--- src/rtl/keypad_pkg.sv ---
// Shared constants for the keypad scanner: scan FSM encoding and width helpers.
package keypad_pkg;

  typedef enum logic [2:0] {
    ST_IDLE,
    ST_DRIVE,
    ST_SAMPLE,
    ST_COMMIT,
    ST_EMIT
  } scan_state_t;

  localparam int MAX_ROWS = 8;
  localparam int MAX_COLS = 8;

  // Width needed to index n items, never narrower than one bit.
  function automatic int min_width(input int n);
    return (n > 1) ? $clog2(n) : 1;
  endfunction

  function automatic int key_width(input int num_rows, input int num_cols);
    return min_width(num_rows * num_cols);
  endfunction

endpackage

--- src/rtl/keypad_event_fifo.sv ---
// First-word-fall-through event FIFO; a push while full is accepted only if a pop
// happens in the same cycle.
module keypad_event_fifo #(
  parameter int DEPTH = 4,
  parameter int WIDTH = 5
) (
  input  logic             clk,
  input  logic             rst_n,
  input  logic             push,
  input  logic [WIDTH-1:0] push_data,
  input  logic             pop,
  output logic             full,
  output logic             empty,
  output logic [WIDTH-1:0] head_data
);

  localparam int AW = $clog2(DEPTH);

  logic [WIDTH-1:0] mem_q [DEPTH];
  logic [WIDTH-1:0] mem_d [DEPTH];
  logic [AW-1:0]    wr_ptr_q, wr_ptr_d;
  logic [AW-1:0]    rd_ptr_q, rd_ptr_d;
  logic [AW:0]      count_q, count_d;
  logic             do_push, do_pop;

  assign full      = (count_q == (AW+1)'(DEPTH));
  assign empty     = (count_q == '0);
  assign head_data = mem_q[rd_ptr_q];

  always_comb begin
    do_pop   = pop && !empty;
    do_push  = push && (!full || do_pop);
    mem_d    = mem_q;
    wr_ptr_d = wr_ptr_q;
    rd_ptr_d = rd_ptr_q;
    count_d  = count_q;
    if (do_push) begin
      mem_d[wr_ptr_q] = push_data;
      wr_ptr_d        = wr_ptr_q + 1'b1;
    end
    if (do_pop) begin
      rd_ptr_d = rd_ptr_q + 1'b1;
    end
    case ({do_push, do_pop})
      2'b10:   count_d = count_q + 1'b1;
      2'b01:   count_d = count_q - 1'b1;
      default: count_d = count_q;
    endcase
  end

  always_ff @(posedge clk or negedge rst_n) begin
    if (!rst_n) begin
      for (int i = 0; i < DEPTH; i++) begin
        mem_q[i] <= '0;
      end
      wr_ptr_q <= '0;
      rd_ptr_q <= '0;
      count_q  <= '0;
    end else begin
      mem_q    <= mem_d;
      wr_ptr_q <= wr_ptr_d;
      rd_ptr_q <= rd_ptr_d;
      count_q  <= count_d;
    end
  end

endmodule

--- src/rtl/keypad_scanner.sv ---
// Matrix keypad scanner with frame debouncing and buffered key events.
// Define KEYPAD_RELEASE_EVENTS_EN to emit release events as well as presses.
module keypad_scanner
  import keypad_pkg::*;
#(
  parameter  int NUM_ROWS        = 4,
  parameter  int NUM_COLS        = 4,
  parameter  int SETTLE_CYCLES   = 1000,
  parameter  int DEBOUNCE_FRAMES = 3,
  parameter  int FIFO_DEPTH      = 4,
  localparam int KEY_W           = key_width(NUM_ROWS, NUM_COLS)
) (
  input  logic                         clk,
  input  logic                         rst_n,
  input  logic [NUM_ROWS-1:0]          rows,
  output logic [NUM_COLS-1:0]          cols,
  output logic [NUM_ROWS*NUM_COLS-1:0] key_state,
  output logic                         any_key,
  output logic                         ev_valid,
  input  logic                         ev_ready,
  output logic [KEY_W-1:0]             ev_code,
  output logic                         ev_press,
  output logic                         ev_overflow
);

  localparam int NUM_KEYS = NUM_ROWS * NUM_COLS;
  localparam int COL_W    = min_width(NUM_COLS);
  localparam int SET_W    = min_width(SETTLE_CYCLES);
  localparam int CNT_W    = min_width(DEBOUNCE_FRAMES + 1);
`ifdef KEYPAD_RELEASE_EVENTS_EN
  localparam bit RELEASE_EN = 1'b1;
  localparam int EV_W       = KEY_W + 1;
`else
  localparam bit RELEASE_EN = 1'b0;
  localparam int EV_W       = KEY_W;
`endif

  if (SETTLE_CYCLES < 4) begin : g_bad_settle
    $fatal(1, "keypad_scanner: SETTLE_CYCLES must be >= 4");
  end
  if (FIFO_DEPTH < 2 || (FIFO_DEPTH & (FIFO_DEPTH - 1)) != 0) begin : g_bad_depth
    $fatal(1, "keypad_scanner: FIFO_DEPTH must be a power of two >= 2");
  end
  if (NUM_ROWS < 1 || NUM_ROWS > MAX_ROWS || NUM_COLS < 1 || NUM_COLS > MAX_COLS
      || DEBOUNCE_FRAMES < 1) begin : g_bad_geometry
    $fatal(1, "keypad_scanner: NUM_ROWS/NUM_COLS must be 1..8, DEBOUNCE_FRAMES >= 1");
  end

  scan_state_t         state_q, state_d;
  logic [COL_W-1:0]    col_idx_q, col_idx_d;
  logic [SET_W-1:0]    settle_cnt_q, settle_cnt_d;
  logic [NUM_KEYS-1:0] raw_q, raw_d;
  logic [NUM_KEYS-1:0] prev_q, prev_d;
  logic [CNT_W-1:0]    stable_cnt_q, stable_cnt_d;
  logic [NUM_KEYS-1:0] key_state_q, key_state_d;
  logic [NUM_KEYS-1:0] old_q, old_d;
  logic [KEY_W-1:0]    emit_idx_q, emit_idx_d;
  logic [NUM_COLS-1:0] cols_q, cols_d;
  logic                overflow_q, overflow_d;
  logic [NUM_ROWS-1:0] sync1_q, sync1_d, sync2_q, sync2_d;

  logic                push, pop, fifo_full, fifo_empty;
  logic [EV_W-1:0]     push_data, head_data;

  assign pop = ev_valid && ev_ready;

  always_comb begin
    state_d      = state_q;
    col_idx_d    = col_idx_q;
    settle_cnt_d = settle_cnt_q;
    raw_d        = raw_q;
    prev_d       = prev_q;
    stable_cnt_d = stable_cnt_q;
    key_state_d  = key_state_q;
    old_d        = old_q;
    emit_idx_d   = emit_idx_q;
    cols_d       = cols_q;
    overflow_d   = overflow_q;
    sync1_d      = rows;
    sync2_d      = sync1_q;
    push         = 1'b0;

    case (state_q)
      ST_IDLE: begin
        col_idx_d    = '0;
        settle_cnt_d = '0;
        cols_d       = ~NUM_COLS'(1);
        state_d      = ST_DRIVE;
      end
      ST_DRIVE: begin
        settle_cnt_d = settle_cnt_q + 1'b1;
        if (settle_cnt_q == SET_W'(SETTLE_CYCLES - 1)) begin
          state_d = ST_SAMPLE;
        end
      end
      ST_SAMPLE: begin
        for (int r = 0; r < NUM_ROWS; r++) begin
          for (int c = 0; c < NUM_COLS; c++) begin
            if (col_idx_q == COL_W'(c)) begin
              raw_d[r*NUM_COLS + c] = ~sync2_q[r];
            end
          end
        end
        if (col_idx_q == COL_W'(NUM_COLS - 1)) begin
          cols_d  = '1;
          state_d = ST_COMMIT;
        end else begin
          col_idx_d    = col_idx_q + 1'b1;
          settle_cnt_d = '0;
          cols_d       = ~(NUM_COLS'(1) << (col_idx_q + 1'b1));
          state_d      = ST_DRIVE;
        end
      end
      ST_COMMIT: begin
        cols_d = '1;
        if (raw_q == prev_q) begin
          if (stable_cnt_q != CNT_W'(DEBOUNCE_FRAMES)) begin
            stable_cnt_d = stable_cnt_q + 1'b1;
          end
        end else begin
          stable_cnt_d = '0;
        end
        prev_d = raw_q;
        if (stable_cnt_d >= CNT_W'(DEBOUNCE_FRAMES) && raw_q != key_state_q) begin
          old_d       = key_state_q;
          key_state_d = raw_q;
          emit_idx_d  = '0;
          state_d     = ST_EMIT;
        end else begin
          state_d = ST_IDLE;
        end
      end
      ST_EMIT: begin
        // key_state_q already holds the new frame; old_q is what it replaced.
        push = (key_state_q[emit_idx_q] != old_q[emit_idx_q])
               && (RELEASE_EN || key_state_q[emit_idx_q]);
        if (emit_idx_q == KEY_W'(NUM_KEYS - 1)) begin
          state_d = ST_IDLE;
        end else begin
          emit_idx_d = emit_idx_q + 1'b1;
        end
      end
      default: begin
        cols_d  = '1;
        state_d = ST_IDLE;
      end
    endcase

    if (push && fifo_full && !pop) begin
      overflow_d = 1'b1;
    end
  end

  always_ff @(posedge clk or negedge rst_n) begin
    if (!rst_n) begin
      state_q      <= ST_IDLE;
      col_idx_q    <= '0;
      settle_cnt_q <= '0;
      raw_q        <= '0;
      prev_q       <= '0;
      stable_cnt_q <= '0;
      key_state_q  <= '0;
      old_q        <= '0;
      emit_idx_q   <= '0;
      cols_q       <= '1;
      overflow_q   <= 1'b0;
      sync1_q      <= '1;
      sync2_q      <= '1;
    end else begin
      state_q      <= state_d;
      col_idx_q    <= col_idx_d;
      settle_cnt_q <= settle_cnt_d;
      raw_q        <= raw_d;
      prev_q       <= prev_d;
      stable_cnt_q <= stable_cnt_d;
      key_state_q  <= key_state_d;
      old_q        <= old_d;
      emit_idx_q   <= emit_idx_d;
      cols_q       <= cols_d;
      overflow_q   <= overflow_d;
      sync1_q      <= sync1_d;
      sync2_q      <= sync2_d;
    end
  end

`ifdef KEYPAD_RELEASE_EVENTS_EN
  assign push_data = {emit_idx_q, key_state_q[emit_idx_q]};
  assign ev_code   = head_data[EV_W-1:1];
  assign ev_press  = head_data[0];
`else
  assign push_data = emit_idx_q;
  assign ev_code   = head_data;
  assign ev_press  = 1'b1;
`endif

  keypad_event_fifo #(
    .DEPTH (FIFO_DEPTH),
    .WIDTH (EV_W)
  ) u_fifo (
    .clk       (clk),
    .rst_n     (rst_n),
    .push      (push),
    .push_data (push_data),
    .pop       (pop),
    .full      (fifo_full),
    .empty     (fifo_empty),
    .head_data (head_data)
  );

  assign cols        = cols_q;
  assign key_state   = key_state_q;
  assign any_key     = |key_state_q;
  assign ev_valid    = !fifo_empty;
  assign ev_overflow = overflow_q;

endmodule

--- config.mk ---
export PLATFORM = sky130hd
export DESIGN_NAME = keypad_scanner
export DESIGN_NICKNAME = d
export VERILOG_FILES = /design/src/rtl/keypad_pkg.sv /design/src/rtl/keypad_event_fifo.sv /design/src/rtl/keypad_scanner.sv
export SDC_FILE = /design/constraint.sdc
export NUM_CORES = 1
export LEC_CHECK = 0
export CAP_MARGIN = 20
export CORE_MARGIN = 1
export CORE_UTILIZATION = 52
export DETAILED_ROUTE_END_ITERATION = 8
export GPL_TIMING_DRIVEN = 0
export PLACE_DENSITY = 0.72
export SLEW_MARGIN = 20
export SYNTH_ARGS = -nofsm -noshare
export SYNTH_HDL_FRONTEND = slang
export SYNTH_HIERARCHICAL = 1
export SYNTH_SLANG_ARGS = --single-unit
export TNS_END_PERCENT = 30
--- constraint.sdc ---
create_clock -name clk -period 7.4 [get_ports clk]
set_input_delay 2.22 -clock clk [delete_from_list [all_inputs] [get_ports clk]]
set_output_delay 2.22 -clock clk [all_outputs]
set_load 0.01 [all_outputs]
==> flow_metrics.tcl <==
set metrics [dict create \
    status "finished, final reports clean" \
    grt_pass1_vias 3864 \
    p_leak_nw 3.234 \
    met2_length_um 5599 \
    yosys_warnings 6 \
    finalSetupViolCount 0 \
    r2r_setup_slack_ps 4180 \
    startpoint_type "flip-flop" \
    vias 3903 \
    route.detailed.drc 0 \
    drt-pass1-iter-count 5 \
    syn_area_um2 5722 \
    yosysMostFrequentCell "dfrtp_1" \
    ys_ff_latch 121 \
    antenna_found_initial 0 \
    num_rows 37 \
    arrival_ps 2070 \
    finalMaxSlewViolations 0 \
    insertion_delay_ps 540 \
    cts_tree "built" \
    hpwl_um 7906 \
    relSlewSlack_pct 54.06 \
    ys.flop_type "dfrtp_1" \
    cts.repair.resized 0 \
    yosysTopAreaCell "dfrtp_1" \
    worstReg2RegEnd "u_fifo/count_q[2]" \
    synth_cells 508 \
    path_max_fanout 6 \
    syn_to_final_growth_pct 19.35 \
    antenna_left 0 \
    synth_seq_area_share_pct 53.18 \
    synth.top_cell.area_share_pct 47.67 \
    wl_um 11490 \
    multi_input_area_um2 2505 \
    endpoint "ev_code[0]" \
    regToRegStartpoint "emit_idx_q[1]" \
    rsz0062_at_grt "no" \
    cp_slowest_stage_delay_ps 530 \
    ys_top_cells_by_area "dfrtp_1 (48%), mux2_2 (9.8%), dfstp_2 (5.5%)" \
    fp.dieW_um 106.9 \
    htreeDepth 4 \
    fmax_mhz 233.1 \
    drt_iter0_markers 126 \
    seq_area_um2 3043 \
    final_nets 584 \
    power_density_nw_per_um2 235.0 \
    initial_core_util_pct 54.45 \
    die_y_um 106.9 \
    final.setup.worst_slack_ps 3109 \
    portBuffers 33 \
    grtUsageTotal_pct 22.66 \
    clock_path_buffers 2 \
    met3_length_um 423 \
    min_period_ps 4291 \
    gp_congestion 0.7544 \
    maxCapViolations 0 \
    fillers 823 \
    grt_max_degree 75 \
    tightest_slew_ps 689.1 \
    post-route-util_pct 64.98 \
    die_area_um2 11430 \
    diodes 0 \
    cts-buffers-inserted 17 \
    cts_root_buf "clkbuf_8" \
    tns_ps 0 \
    wl_met1_um 5286 \
    clock_skew_ps 7.416 \
    ios 35 \
    rr_worst_depth 14 \
    ys_types 50 \
    cp-startpoint "u_fifo/rd_ptr_q[0]" \
    drive_gt1_share_pct 20.21 \
    post_cts_buffers 0 \
    synth_edf_count 0 \
    hp-class "reg2reg" \
    crit_slowest_cell "mux4_2" \
    vdd_drop_max_v 0.0001589 \
    dp_worst_setup_slack_ps 2939 \
    vias_per_cell 5.497 \
    whs_ps 356.3 \
    synth_nets 531 \
    cp.required_ps 5180 \
    grt_pass1_wl_um 19510 \
    synthTopCellsByCount "dfrtp_1 (109), nand2_1 (72), mux2_2 (50)" \
    endpoint_kind "primary output" \
    synth_async_sr_flop_share_pct 100.0 \
    fin_crit_sh_pct 57.98 \
    routedWlPerCell_um 16.18 \
    crit_chain "buf_2 > mux4_2 > clkdlybuf4s50_1" \
    coreArea_um2 10510 \
    hold_violations 0 \
    hold_buffers 0 \
    clk_pin_slew_ps 60 \
    clock-sinks 121 \
    path_class "reg2out" \
    highest-signal-layer "met4" \
    avgSynthCellArea_um2 11.26 \
    grt_overflow_total 0 \
]
worst max-delay path, delay by kind of cell, from the launching register on:
family,cells,cell delay [ps]
buf+inv,2,700
flops,1,310
mux,1,530
registers in the layout, indices dropped and copies added, names as in the netlist, 4 cells and up:
register,cells
sync2_q,4
emit_idx_q,4
u_fifo/mem_q,16
sync1_q,4
settle_cnt_q,10
raw_q,16
prev_q,16
old_q,16
key_state,16
cols,4
how the worst min path moves through the flow:
stage	startpoint	to	slack [ps]	cells after the start
after floorplan	sync1_q[0]	sync2_q[0]	350	0
after global placement	sync1_q[3]	sync2_q[3]	350	0
after detailed placement	sync1_q[3]	sync2_q[3]	350	0
after CTS	sync1_q[3]	sync2_q[3]	360	0
after global routing	sync1_q[3]	sync2_q[3]	360	0
final	sync1_q[2]	sync2_q[2]	360	0
logic make-up (layout without fill, tap and decap cells):
family | count (synthesis) | in the layout | share of synthesized area, %
compound gates | 64 | 64 | 6.888
xor+xnor | 43 | 43 | 6.582
fa+ha+maj | 17 | 17 | 3.805
buf+inv | 38 | 104 | 3.039
flops | 121 | 121 | 53.18
mux | 57 | 57 | 12.16
other cells | 1 | 1 | 0.06554
simple gates | 167 | 167 | 14.28
layout by cell type (no fill, tap or decap), drive strengths merged, types with 11 or more instances in the layout:
cell type	n
clkbuf	30
xnor2	23
inv	18
nor2	34
clkdlybuf4s50	32
nand2	72
buf	11
a21oi	26
xor2	20
o21ai	16
dfstp	12
dfrtp	109
ha	15
mux2	50
per-stage QoR:
stage / area [um^2] / power (mW) / cells
3_3_place_gp: 6222 / 0.8159 / 677
4_1_cts: 6829 / 1.623 / 710
3_5_place_dp: 6251 / 0.8221 / 678
5_1_grt: 6829 / 1.662 / 710
6_report: 6829 / 1.605 / 710
2_1_floorplan: 5722 / 0.7830 / 508
area by class of cell:
class,count,share of cell area (%)
clock buffers,18,6.266
plain buffers,21,1.612
well taps,136,2.492
clock inverters,14,2.199
multi-input cells,349,36.68
flip-flops and latches,121,44.56
repair buffers,34,5.258
inverters,17,0.9344
power by group:
part	total [mW]	internal, mW	switching, mW
sequential	0.704	0.681	0.0225
combinational	0.105	0.0504	0.0542
clock	0.796	0.488	0.308
total	1.60	1.22	0.385
per-layer routing:
| metal | up-vias | global-route usage, % |
|---|---|---|
| li1 | 1858 | - |
| met2 | 77 | 35.21 |
| met4 | 0 | 8.904 |
| met3 | 16 | 6.626 |
| met5 | - | 0 |
| met1 | 1952 | 29.98 |
Power figures use the tool's default switching activity.
